**config.mk**
```make
export PLATFORM = sky130hd
export DESIGN_NAME = esc_pwm_bank
export DESIGN_NICKNAME = d
export VERILOG_FILES = /design/src/rtl/esc_pkg.sv /design/src/rtl/esc_chan.sv /design/src/rtl/esc_pwm_bank.sv
export SDC_FILE = /design/constraint.sdc
export NUM_CORES = 1
export LEC_CHECK = 0
export CORE_ASPECT_RATIO = 2
export CORE_MARGIN = 2
export CORE_UTILIZATION = 41
export DETAILED_ROUTE_END_ITERATION = 10
export SYNTH_ARGS = -nofsm -noshare
export SYNTH_HDL_FRONTEND = slang
export SYNTH_HIERARCHICAL = 1
export SYNTH_SLANG_ARGS = --single-unit
```
**constraint.sdc**
```tcl
create_clock -name clk -period 4.85 [get_ports clk]
set_clock_uncertainty 0.15 [all_clocks]
set_input_delay 0.97 -clock clk [delete_from_list [all_inputs] [get_ports clk]]
set_output_delay 0.97 -clock clk [all_outputs]
set_load 0.01 [all_outputs]
```
**src/rtl/esc_pkg.sv**
```systemverilog
// Shared types, defaults and helpers for the ESC pulse bank.
//   spd_t / off_t : container types wide enough for any supported speed/offset field
//   ESC_MIN_PULSE_DFLT : default pulse width (cycles) at compensated speed 0
//   sat_add() : speed + trim offset, saturated to the all-ones value of an spd_w-bit field
package esc_pkg;

  localparam int unsigned ESC_MIN_PULSE_DFLT = 50000;
  localparam int unsigned ESC_FIELD_W_MAX    = 16;

  typedef logic [ESC_FIELD_W_MAX-1:0] spd_t;
  typedef logic [ESC_FIELD_W_MAX-1:0] off_t;

  // Both operands are zero-extended; the result never exceeds 2**spd_w-1.
  function automatic spd_t sat_add(input spd_t spd, input off_t off, input int unsigned spd_w);
    logic [ESC_FIELD_W_MAX:0] sum;
    logic [ESC_FIELD_W_MAX:0] lim;
    sum = {1'b0, spd} + {1'b0, off};
    lim = ((ESC_FIELD_W_MAX + 1)'(1) << spd_w) - (ESC_FIELD_W_MAX + 1)'(1);
    return (sum > lim) ? lim[ESC_FIELD_W_MAX-1:0] : sum[ESC_FIELD_W_MAX-1:0];
  endfunction

endpackage

```
**src/rtl/esc_chan.sv**
```systemverilog
// One ESC output channel: staging and active registers, optional slew, pulse width
// computation and the registered pulse output.
// Optional feature macro: ESC_SLEW_EN (active moves toward target by at most SLEW_STEP per frame).
// Ports:
//   clk, rst_n   clock, asynchronous active-low reset
//   spd, off     this channel's speed and trim offset from the bus
//   spd_vld      capture spd/off into staging
//   wrap         frame counter is all-ones this cycle
//   apply        active takes its update on this wrap
//   motors_off   force output low from the next edge
//   hold         no pulse may start before the next wrap
//   cnt_nxt      frame counter value after this edge
//   settled      active equals the target after this apply
//   esc_out      registered pulse output
module esc_chan
  import esc_pkg::*;
#(
  parameter int unsigned SPD_W     = 11,
  parameter int unsigned OFF_W     = 10,
  parameter int unsigned PERIOD_W  = 20,
  parameter int unsigned MIN_PULSE = ESC_MIN_PULSE_DFLT,
  parameter int unsigned SCALE     = 3,
  parameter int unsigned SLEW_STEP = 16
) (
  input  logic                clk,
  input  logic                rst_n,
  input  logic [SPD_W-1:0]    spd,
  input  logic [OFF_W-1:0]    off,
  input  logic                spd_vld,
  input  logic                wrap,
  input  logic                apply,
  input  logic                motors_off,
  input  logic                hold,
  input  logic [PERIOD_W-1:0] cnt_nxt,
  output logic                settled,
  output logic                esc_out
);

  if (SLEW_STEP >= (2 ** SPD_W)) begin : gen_step_chk
    $warning("esc_chan: SLEW_STEP spans the full speed range, every update is a single step");
  end

  logic [SPD_W-1:0]    stg_spd_q;
  logic [OFF_W-1:0]    stg_off_q;
  logic [SPD_W-1:0]    act_q, act_d, act_nxt, tgt;
  logic [SPD_W-1:0]    src_spd;
  logic [OFF_W-1:0]    src_off;
  logic [PERIOD_W-1:0] width_q, width_d;
  logic                esc_out_q, esc_out_d;

  // A capture coinciding with the wrap bypasses staging and is applied directly.
  assign src_spd = spd_vld ? spd : stg_spd_q;
  assign src_off = spd_vld ? off : stg_off_q;
  assign tgt     = SPD_W'(sat_add(spd_t'(src_spd), off_t'(src_off), SPD_W));

`ifdef ESC_SLEW_EN
  localparam int unsigned StepSat = (SLEW_STEP >= (2 ** SPD_W)) ? (2 ** SPD_W) - 1 : SLEW_STEP;
  localparam logic [SPD_W:0] StepLim = (SPD_W + 1)'(StepSat);

  logic [SPD_W:0] diff;

  always_comb begin
    act_nxt = tgt;
    if (tgt > act_q) begin
      diff = {1'b0, tgt} - {1'b0, act_q};
      if (diff > StepLim) act_nxt = SPD_W'({1'b0, act_q} + StepLim);
    end else begin
      diff = {1'b0, act_q} - {1'b0, tgt};
      if (diff > StepLim) act_nxt = SPD_W'({1'b0, act_q} - StepLim);
    end
  end
`else
  assign act_nxt = tgt;
`endif

  assign settled = (act_nxt == tgt);
  assign act_d   = apply ? act_nxt : act_q;

  // Latched at the wrap so a mid-frame update cannot reshape the pulse in flight.
  assign width_d = PERIOD_W'(MIN_PULSE) + PERIOD_W'(SCALE) * PERIOD_W'(act_d);

  always_comb begin
    esc_out_d = esc_out_q;
    if (motors_off) begin
      esc_out_d = 1'b0;
    end else if (wrap) begin
      esc_out_d = (width_d != '0);
    end else if (hold) begin
      esc_out_d = 1'b0;
    end else if (cnt_nxt == width_q) begin
      esc_out_d = 1'b0;
    end
  end

  always_ff @(posedge clk or negedge rst_n) begin
    if (!rst_n) begin
      stg_spd_q <= '0;
      stg_off_q <= '0;
      act_q     <= '0;
      width_q   <= '0;
      esc_out_q <= 1'b0;
    end else begin
      if (spd_vld) begin
        stg_spd_q <= spd;
        stg_off_q <= off;
      end
      if (apply) act_q <= act_nxt;
      if (wrap) width_q <= width_d;
      esc_out_q <= esc_out_d;
    end
  end

  assign esc_out = esc_out_q;

endmodule

```
**src/rtl/esc_pwm_bank.sv**
```systemverilog
// N-channel ESC pulse generator. Each frame of 2**PERIOD_W cycles every channel emits one
// pulse of MIN_PULSE + SCALE*clamp(spd+off) cycles; speeds are double-buffered and applied
// only at the frame wrap.
// Optional feature macro: ESC_SLEW_EN (rate-limit active speed changes to SLEW_STEP per frame).
// Ports:
//   clk, rst_n  clock, asynchronous active-low reset
//   spd         packed speeds, ch0 in LSBs
//   off         packed trim offsets, ch0 in LSBs
//   spd_vld     capture spd/off into staging
//   motors_off  force all outputs low
//   esc_out     registered pulse per channel
//   frame_strt  high in the cycle where the frame counter is 0
//   upd_pend    staged values not yet fully applied
module esc_pwm_bank
  import esc_pkg::*;
#(
  parameter int unsigned NUM_CH    = 4,
  parameter int unsigned SPD_W     = 11,
  parameter int unsigned OFF_W     = 10,
  parameter int unsigned PERIOD_W  = 20,
  parameter int unsigned MIN_PULSE = ESC_MIN_PULSE_DFLT,
  parameter int unsigned SCALE     = 3,
  parameter int unsigned SLEW_STEP = 16
) (
  input  logic                    clk,
  input  logic                    rst_n,
  input  logic [NUM_CH*SPD_W-1:0] spd,
  input  logic [NUM_CH*OFF_W-1:0] off,
  input  logic                    spd_vld,
  input  logic                    motors_off,
  output logic [NUM_CH-1:0]       esc_out,
  output logic                    frame_strt,
  output logic                    upd_pend
);

  localparam longint unsigned MaxWidth =
      longint'(MIN_PULSE) + longint'(SCALE) * ((64'd1 << SPD_W) - 64'd1);

  if (MaxWidth >= (64'd1 << PERIOD_W)) begin : gen_width_chk
    $error("esc_pwm_bank: widest pulse does not fit in one frame");
  end
  if (SPD_W > ESC_FIELD_W_MAX || OFF_W > ESC_FIELD_W_MAX) begin : gen_field_chk
    $error("esc_pwm_bank: SPD_W/OFF_W exceed the esc_pkg field width");
  end

  logic [PERIOD_W-1:0] cnt_q, cnt_d;
  logic                wrap, apply;
  logic                hold_q, hold_d;
  logic                upd_pend_q, upd_pend_d;
  logic                frame_strt_q;
  logic [NUM_CH-1:0]   settled;

  assign cnt_d = cnt_q + PERIOD_W'(1);
  assign wrap  = &cnt_q;
  assign apply = wrap & (upd_pend_q | spd_vld);

  always_comb begin
    upd_pend_d = upd_pend_q;
    if (apply) begin
      upd_pend_d = ~&settled;
    end else if (spd_vld) begin
      upd_pend_d = 1'b1;
    end
  end

  // Hold suppresses any pulse until a clean frame start after motors_off is released.
  always_comb begin
    hold_d = hold_q;
    if (motors_off) begin
      hold_d = 1'b1;
    end else if (wrap) begin
      hold_d = 1'b0;
    end
  end

  always_ff @(posedge clk or negedge rst_n) begin
    if (!rst_n) begin
      cnt_q        <= '0;
      hold_q       <= 1'b1;
      upd_pend_q   <= 1'b0;
      frame_strt_q <= 1'b0;
    end else begin
      cnt_q        <= cnt_d;
      hold_q       <= hold_d;
      upd_pend_q   <= upd_pend_d;
      frame_strt_q <= wrap;
    end
  end

  for (genvar i = 0; i < NUM_CH; i++) begin : gen_chan
    esc_chan #(
      .SPD_W     (SPD_W),
      .OFF_W     (OFF_W),
      .PERIOD_W  (PERIOD_W),
      .MIN_PULSE (MIN_PULSE),
      .SCALE     (SCALE),
      .SLEW_STEP (SLEW_STEP)
    ) u_chan (
      .clk        (clk),
      .rst_n      (rst_n),
      .spd        (spd[i*SPD_W +: SPD_W]),
      .off        (off[i*OFF_W +: OFF_W]),
      .spd_vld    (spd_vld),
      .wrap       (wrap),
      .apply      (apply),
      .motors_off (motors_off),
      .hold       (hold_q),
      .cnt_nxt    (cnt_d),
      .settled    (settled[i]),
      .esc_out    (esc_out[i])
    );
  end

  assign frame_strt = frame_strt_q;
  assign upd_pend   = upd_pend_q;

endmodule
```
### Yosys cells after proc, flatten, opt, wreduce, memory -nomap -nowiden

Index checks and enable logic that the tools add are counted.

* register bits after elaboration: 235
* output and inout port bits: 6
* input port bits: 88
* word-level logic and storage cells: 94

* eq/ne operators: 4
* multipliers: 4
* magnitude comparators: 4
* reductions and logical operators: 11
* bitwise operators: 2
* add/subtract/negate cells: 9
* mux-type cells: 36

Operators by type and width (count)
* 2-to-1 mux 11 bit: 12
* == test 20 bit: 4
* nonzero test 20 bit: 4
* adder 16 x 13 -> 17 bit, first input constant: 4
* multiplier 2 x 11 -> 13 bit, first input constant: 4
* adder 11 x 10 -> 12 bit: 4
* greater-than comparator 12 x 11 -> 1 bit, second input constant: 4
* 2-to-1 mux 10 bit: 4
* adder 20 x 1 -> 20 bit, second input constant: 1
* 2-to-1 mux 1 bit: 20
* AND reduction 20 bit: 1
* nonzero test 4 bit: 4
* nonzero test 2 bit: 2
* bitwise AND 1 bit: 1
* bitwise OR 1 bit: 1

### Depth between registers and ports, before layout

Gate-level depths: netlist of the first run.

* depth in word-level cells: 10
* depth in mapped cells: 20
* depth with buffers taken out: 17

### Cells and area by module

Netlist of the first run, hierarchy kept.

Modules (own cells, without submodules)
* esc_chan: times used 4, seq. area each 1176.1 µm², area each 3114.2 µm², cells each 306
* esc_pwm_bank: times used 1, seq. area each 576.8 µm², area each 980.9 µm², cells each 77

### Worst setup path before layout of the first run

OpenSTA, ideal clock, no wires.

* path type: input -> register
* from: in spd_vld
* to: reg gen_chan[0].u_chan.width_q[10]
* data arrival time: 5.039 ns
* setup time: 0.069 ns
* path buffers: 3
* cell stages on the path: 19
* setup slack: -0.408 ns
* data required time: 4.631 ns
* cells stage by stage: buf_1 -> mux2_2 -> ha_1 -> a211o_1 -> a211oi_1 -> or4b_1 -> buf_2 -> and2_1 -> buf_2 -> a21oi_1 -> ha_1 -> ha_1 -> inv_1 -> fa_1 -> nor2b_1 -> o31a_1 -> o211a_1 -> or3_1 -> nand3_1

* word-level cells in the longest chain between the ends: 7

RTL lines
* start: declaration: RTL line esc_pwm_bank.sv:29 `input logic spd_vld,`
* 2-to-1 mux 11 bit
* via gen_chan[0].u_chan.src_spd[6]: RTL line esc_chan.sv:46 `logic [SPD_W-1:0] src_spd;`
* adder 11 x 10 -> 12 bit: RTL line esc_pkg.sv:17 `sum = {1'b0, spd} + {1'b0, off};`
* greater-than comparator 12 x 11 -> 1 bit: RTL line esc_pkg.sv:19 `return (sum > lim) ? lim[ESC_FIELD_W_MAX-1:0] : sum[ESC_FIELD_W_MAX-1:0];`
* 2-to-1 mux 11 bit: RTL line esc_pkg.sv:19
* 2-to-1 mux 11 bit: RTL line esc_chan.sv:77 `assign act_d = apply ? act_nxt : act_q;`
* via gen_chan[0].u_chan.act_d[1]: RTL line esc_chan.sv:45 `logic [SPD_W-1:0] act_q, act_d, act_nxt, tgt;`
* multiplier 2 x 11 -> 13 bit: RTL line esc_chan.sv:80 `assign width_d = PERIOD_W'(MIN_PULSE) + PERIOD_W'(SCALE) * PERIOD_W'(act_d);`
* adder 16 x 13 -> 17 bit: RTL line esc_chan.sv:80
* end signal: assignment: RTL line esc_chan.sv:108 `if (wrap) width_q <= width_d;`
* end: declaration: RTL line esc_chan.sv:48 `logic [PERIOD_W-1:0] width_q, width_d;`

The timed path passes the listed nets, and every way through them passes these cells.
A chain may end at the register's enable or synchronous reset.

### Final worst setup path of the first run

* from: in spd_vld
* to: reg gen_chan[3].u_chan.width_q[10]

* word-level cells in the longest chain between the ends: 7

RTL lines
* 2-to-1 mux 10 bit
* via gen_chan[3].u_chan.src_off[2]: RTL line esc_chan.sv:47 `logic [OFF_W-1:0] src_off;`
* adder 11 x 10 -> 12 bit: RTL line esc_pkg.sv:17
* greater-than comparator 12 x 11 -> 1 bit: RTL line esc_pkg.sv:19
* 2-to-1 mux 11 bit: RTL line esc_pkg.sv:19
* 2-to-1 mux 11 bit: RTL line esc_chan.sv:77
* via gen_chan[3].u_chan.act_d[1]: RTL line esc_chan.sv:45
* multiplier 2 x 11 -> 13 bit: RTL line esc_chan.sv:80
* adder 16 x 13 -> 17 bit: RTL line esc_chan.sv:80
* end signal: assignment: RTL line esc_chan.sv:108
* end: declaration: RTL line esc_chan.sv:48

The timed path passes the listed nets, and every way through them passes these cells.

==> qor.yml, run 1 <==
status:
  outcome: "finished clean"
placed_design:
  place_area_sq_um: 17000
  gp_congestion: 0.8803
  dp.cells: 2025
  port-buffer-count: 93
  dp.final_hpwl_mm: 26.77
  pre_cts_ws_ns: -0.5662
drt:
  wl_per_cell_um: 17.34
  vias: 11140
  drc: 0
  vias_per_cell: 5.382
  drt_iter0_markers: 314
  drt_wl_total_mm: 35.88
  dr.pass1.iters: 4
  antenna_left: 0
die:
  initial_core_util_pct: 41.69
  die_width_um: 132.0
  coreArea_sq_um: 32230
  die_y_um: 260.0
  die_area_sq_um: 34330
  ios: 94
  core.rowCount: 93
clocking:
  clock_path_buffers: 3
  cts_root_buf: "clkbuf_16"
  cts.sink_count: 211
  postCtsHoldBufs: 0
  clk_latency_ns: 0.53
  cts_tree: "built"
  clk_pin_slew_ns: 0.07
  htree_levels: 1
  numCtsBuffers: 22
sta:
  finalSetupViolCount: 0
  tns_ns: 0
  period_share_pct: 97.10
  drv_slew: 0
  worstMarginPinSlew_ns: 1.071
  min_period_ns: 4.709
  hold_viol: 0
  fmax_mhz: 212.3
  setup_ws_ns: 0.1406
  relSlewSlack_pct: 28.11
power_and_ir_drop:
  power_switching_mw: 1.729
  p_sw_share_pct: 30.11
  p_per_area_nw_per_um2: 319.3
  p_int_mw: 4.014
  p_seq_share_pct: 34.2
  power_mw: 5.743
  leakage_nw: 8.308
  pwr-share-clk_pct: 30.2
  irDropWorstVdd_mv: 0.2510
  combPwrFrac_pct: 35.6
critical_path:
  end_kind: "flip-flop"
  crit_path_start_kind: "input port"
  crit_type: "in -> reg"
  cp_data_arrival_time_ns: 5.02
  path_max_fanout: 7
  required_ns: 5.16
yosys:
  synth_cell_type_count: 63
  ys_async_sr_fraction_pct: 100.0
  synth-seq-cells: 211
  ys_seq_area_share_pct: 39.30
  synth_cells: 1301
  avgSynthCellArea_sq_um: 10.33
  yosysTopAreaCell: "dfrtp_1"
  yosysTopAreaCellShare_pct: 39.11
  yosysWarnings: 6
  synth_edf_count: 0
  synth.area.top_cells: "dfrtp_1, ha_1, mux2_2"
  synth_ff_type: "dfrtp_1"
  synth_area_sq_um: 13440
  synth_fp_nets: 1514
layout:
  area_delta_synth_final_pct: 33.87
  diodes: 0
  post_layout_nonfiller_instances: 2069
  design_area_sq_um: 17990
  fill_cells: 2905
  drive_gt1_share_pct: 29.17
  seq_area_sq_um: 5281
  multi_input_area_sq_um: 8222
  fin_nets: 1842
worst_hold_path:
  hp-class: "in -> async"
global_routing:
  grt_max_degree: 98
  antenna_found_initial: 0
  grt_pass1_vias: 12100
  track_usage_pct: 20.44
  grt_pass1_wl_mm: 56.97
  grt_overflow_total: 0
run:
  drv_cap: 0
[worst max-delay path, stage by stage]
cell and delay (ns):
buf_12 0.14, clkbuf_16 0.19, mux2_2 0.37, ha_4 0.28
o21a_1 0.14, a211oi_2 0.07, buf_4 0.13, or4b_4 0.55
and2_4 0.22, a21oi_4 0.16, ha_1 0.26, ha_2 0.19
inv_2 0.06, fa_2 0.20, nor2b_1 0.06, o31a_1 0.31
o211a_1 0.28, or3_1 0.36, nand3_1 0.08
[kinds of logic (layout without fill, tap and decap cells)]
family,count (synthesis),in the layout,synth area share [%]
AO/OA/AOI/OAI,338,338,17.63
AND/OR/NAND/NOR,306,306,12.04
adder cells (fa/ha/maj),125,125,12.09
flip-flops,211,211,39.30
buffers and inverters,115,456,3.436
other,4,4,0.1117
XOR/XNOR,98,98,6.797
multiplexers,104,104,8.603
[cells in the mapped netlist (16+ instances only)]
cell type,instances
a21o_1,17
a21oi_1,72
a31oi_1,16
clkbuf_1,16
dfrtp_1,210
ha_1,117
inv_1,75
mux2_2,92
nand2_1,59
nand3_1,34
nor2_1,81
nor2b_1,28
nor3_1,21
o21a_1,28
o21ai_0,40
o22a_1,25
o22ai_1,20
xnor2_1,47
xor2_1,47
[cells in the final DEF (no fill, tap or decap), drive strengths merged, types with 15 or more instances in the layout]
master	synthesis	layout
o22a	25	25
a21o	17	17
inv	75	75
nor3	21	21
o21ai	40	40
o21a	28	28
ha	117	117
nor2b	28	28
dfrtp	210	210
clkbuf	16	31
mux2	92	92
clkdlybuf4s50	0	91
xor2	47	47
nand3	34	34
buf	24	250
a21oi	72	72
o22ai	20	20
a31oi	16	16
nor4	15	15
nand2	59	59
nor2	81	81
xnor2	47	47
[what timing repair did]
item / 4_1_cts / 5_1_grt
pin swaps: 0 / 11
gates resized for setup: 5 / 36
setup buffers: 0 / 3
endpoints found under the setup margin: 3 / 21
gates cloned: 0 / 4
[metal layers]
layer  part of all wire (%)  routed length (um)  vias up  GRT usage [%]
met5                      0                   0        -              0
met4                    5.7                2033        0          11.50
met3                    2.7                 969      109          2.164
met2                     58               20730      197          42.32
met1                     34               12150     5395          18.76
li1                       -                   -     5434              -
[through the flow]
step	hold slack [ns]	util, %
6_report	0.2761	55.81
5_1_grt	0.3599	55.81
4_1_cts	0.3460	55.04
3_5_place_dp	0.3301	52.74
3_3_place_gp	0.3170	52.74
2_1_floorplan	0.3033	-
[power groups by stage]
stage | logic, mW | registers [mW] | clock network (mW)
finish | 2.04 | 1.96 | 1.74
global route | 2.26 | 1.98 | 1.87
CTS | 2.01 | 1.96 | 1.80
detailed placement | 1.99 | 2.00 | 0
global placement | 1.96 | 1.99 | 0
floorplan | 1.19 | 1.97 | 0
[state kept, by name, summed over array words and instances, names as in the netlist, named ones only]
name	cells
gen_chan.u_chan/act_q	40
gen_chan.u_chan/stg_off_q	40
upd_pend	1
cnt_q	20
gen_chan.u_chan/stg_spd_q	44
hold_q	1
frame_strt	1
gen_chan.u_chan/width_q	56
gen_chan.u_chan/esc_out	4
[final timing paths]
path	startpoint	endpoint	slack, ns	cells past startpoint
max in group asynchronous	rst_n	cnt_q[11]$_DFF_PN0_	3.31	2
max reg2reg	cnt_q[3]$_DFF_PN0_	gen_chan[3].u_chan/width_q[12]$_DFFE_PN0P_	0.52	17
min	rst_n	gen_chan[2].u_chan/stg_spd_q[3]$_DFF_PN0_	0.28	1
min reg2reg	gen_chan[1].u_chan/width_q[15]$_DFFE_PN0P_	gen_chan[1].u_chan/width_q[15]$_DFFE_PN0P_	0.34	1
max	spd_vld	gen_chan[3].u_chan/width_q[10]$_DFFE_PN0P_	0.14	19
min in group clk	gen_chan[1].u_chan/width_q[15]$_DFFE_PN0P_	gen_chan[1].u_chan/width_q[15]$_DFFE_PN0P_	0.34	1
[area by class of cell]
type,count,share of cell area [%]
multi-input combinational,975,45.70
timing repair buffer,344,16.41
sequential,211,29.36
tap,427,2.970
inverter,75,1.565
clock buffer,28,3.471
clock inverter,9,0.5286
No activity file was read; power rests on OpenSTA's default activity.
==> inputs of run 2 (changes only) <==
- CAP_MARGIN: unset -> 10
- GPL_ROUTABILITY_DRIVEN: unset -> 0
==> results of run 2 <==
No change in the layout: final DEF, timing and power equal those of run 1.
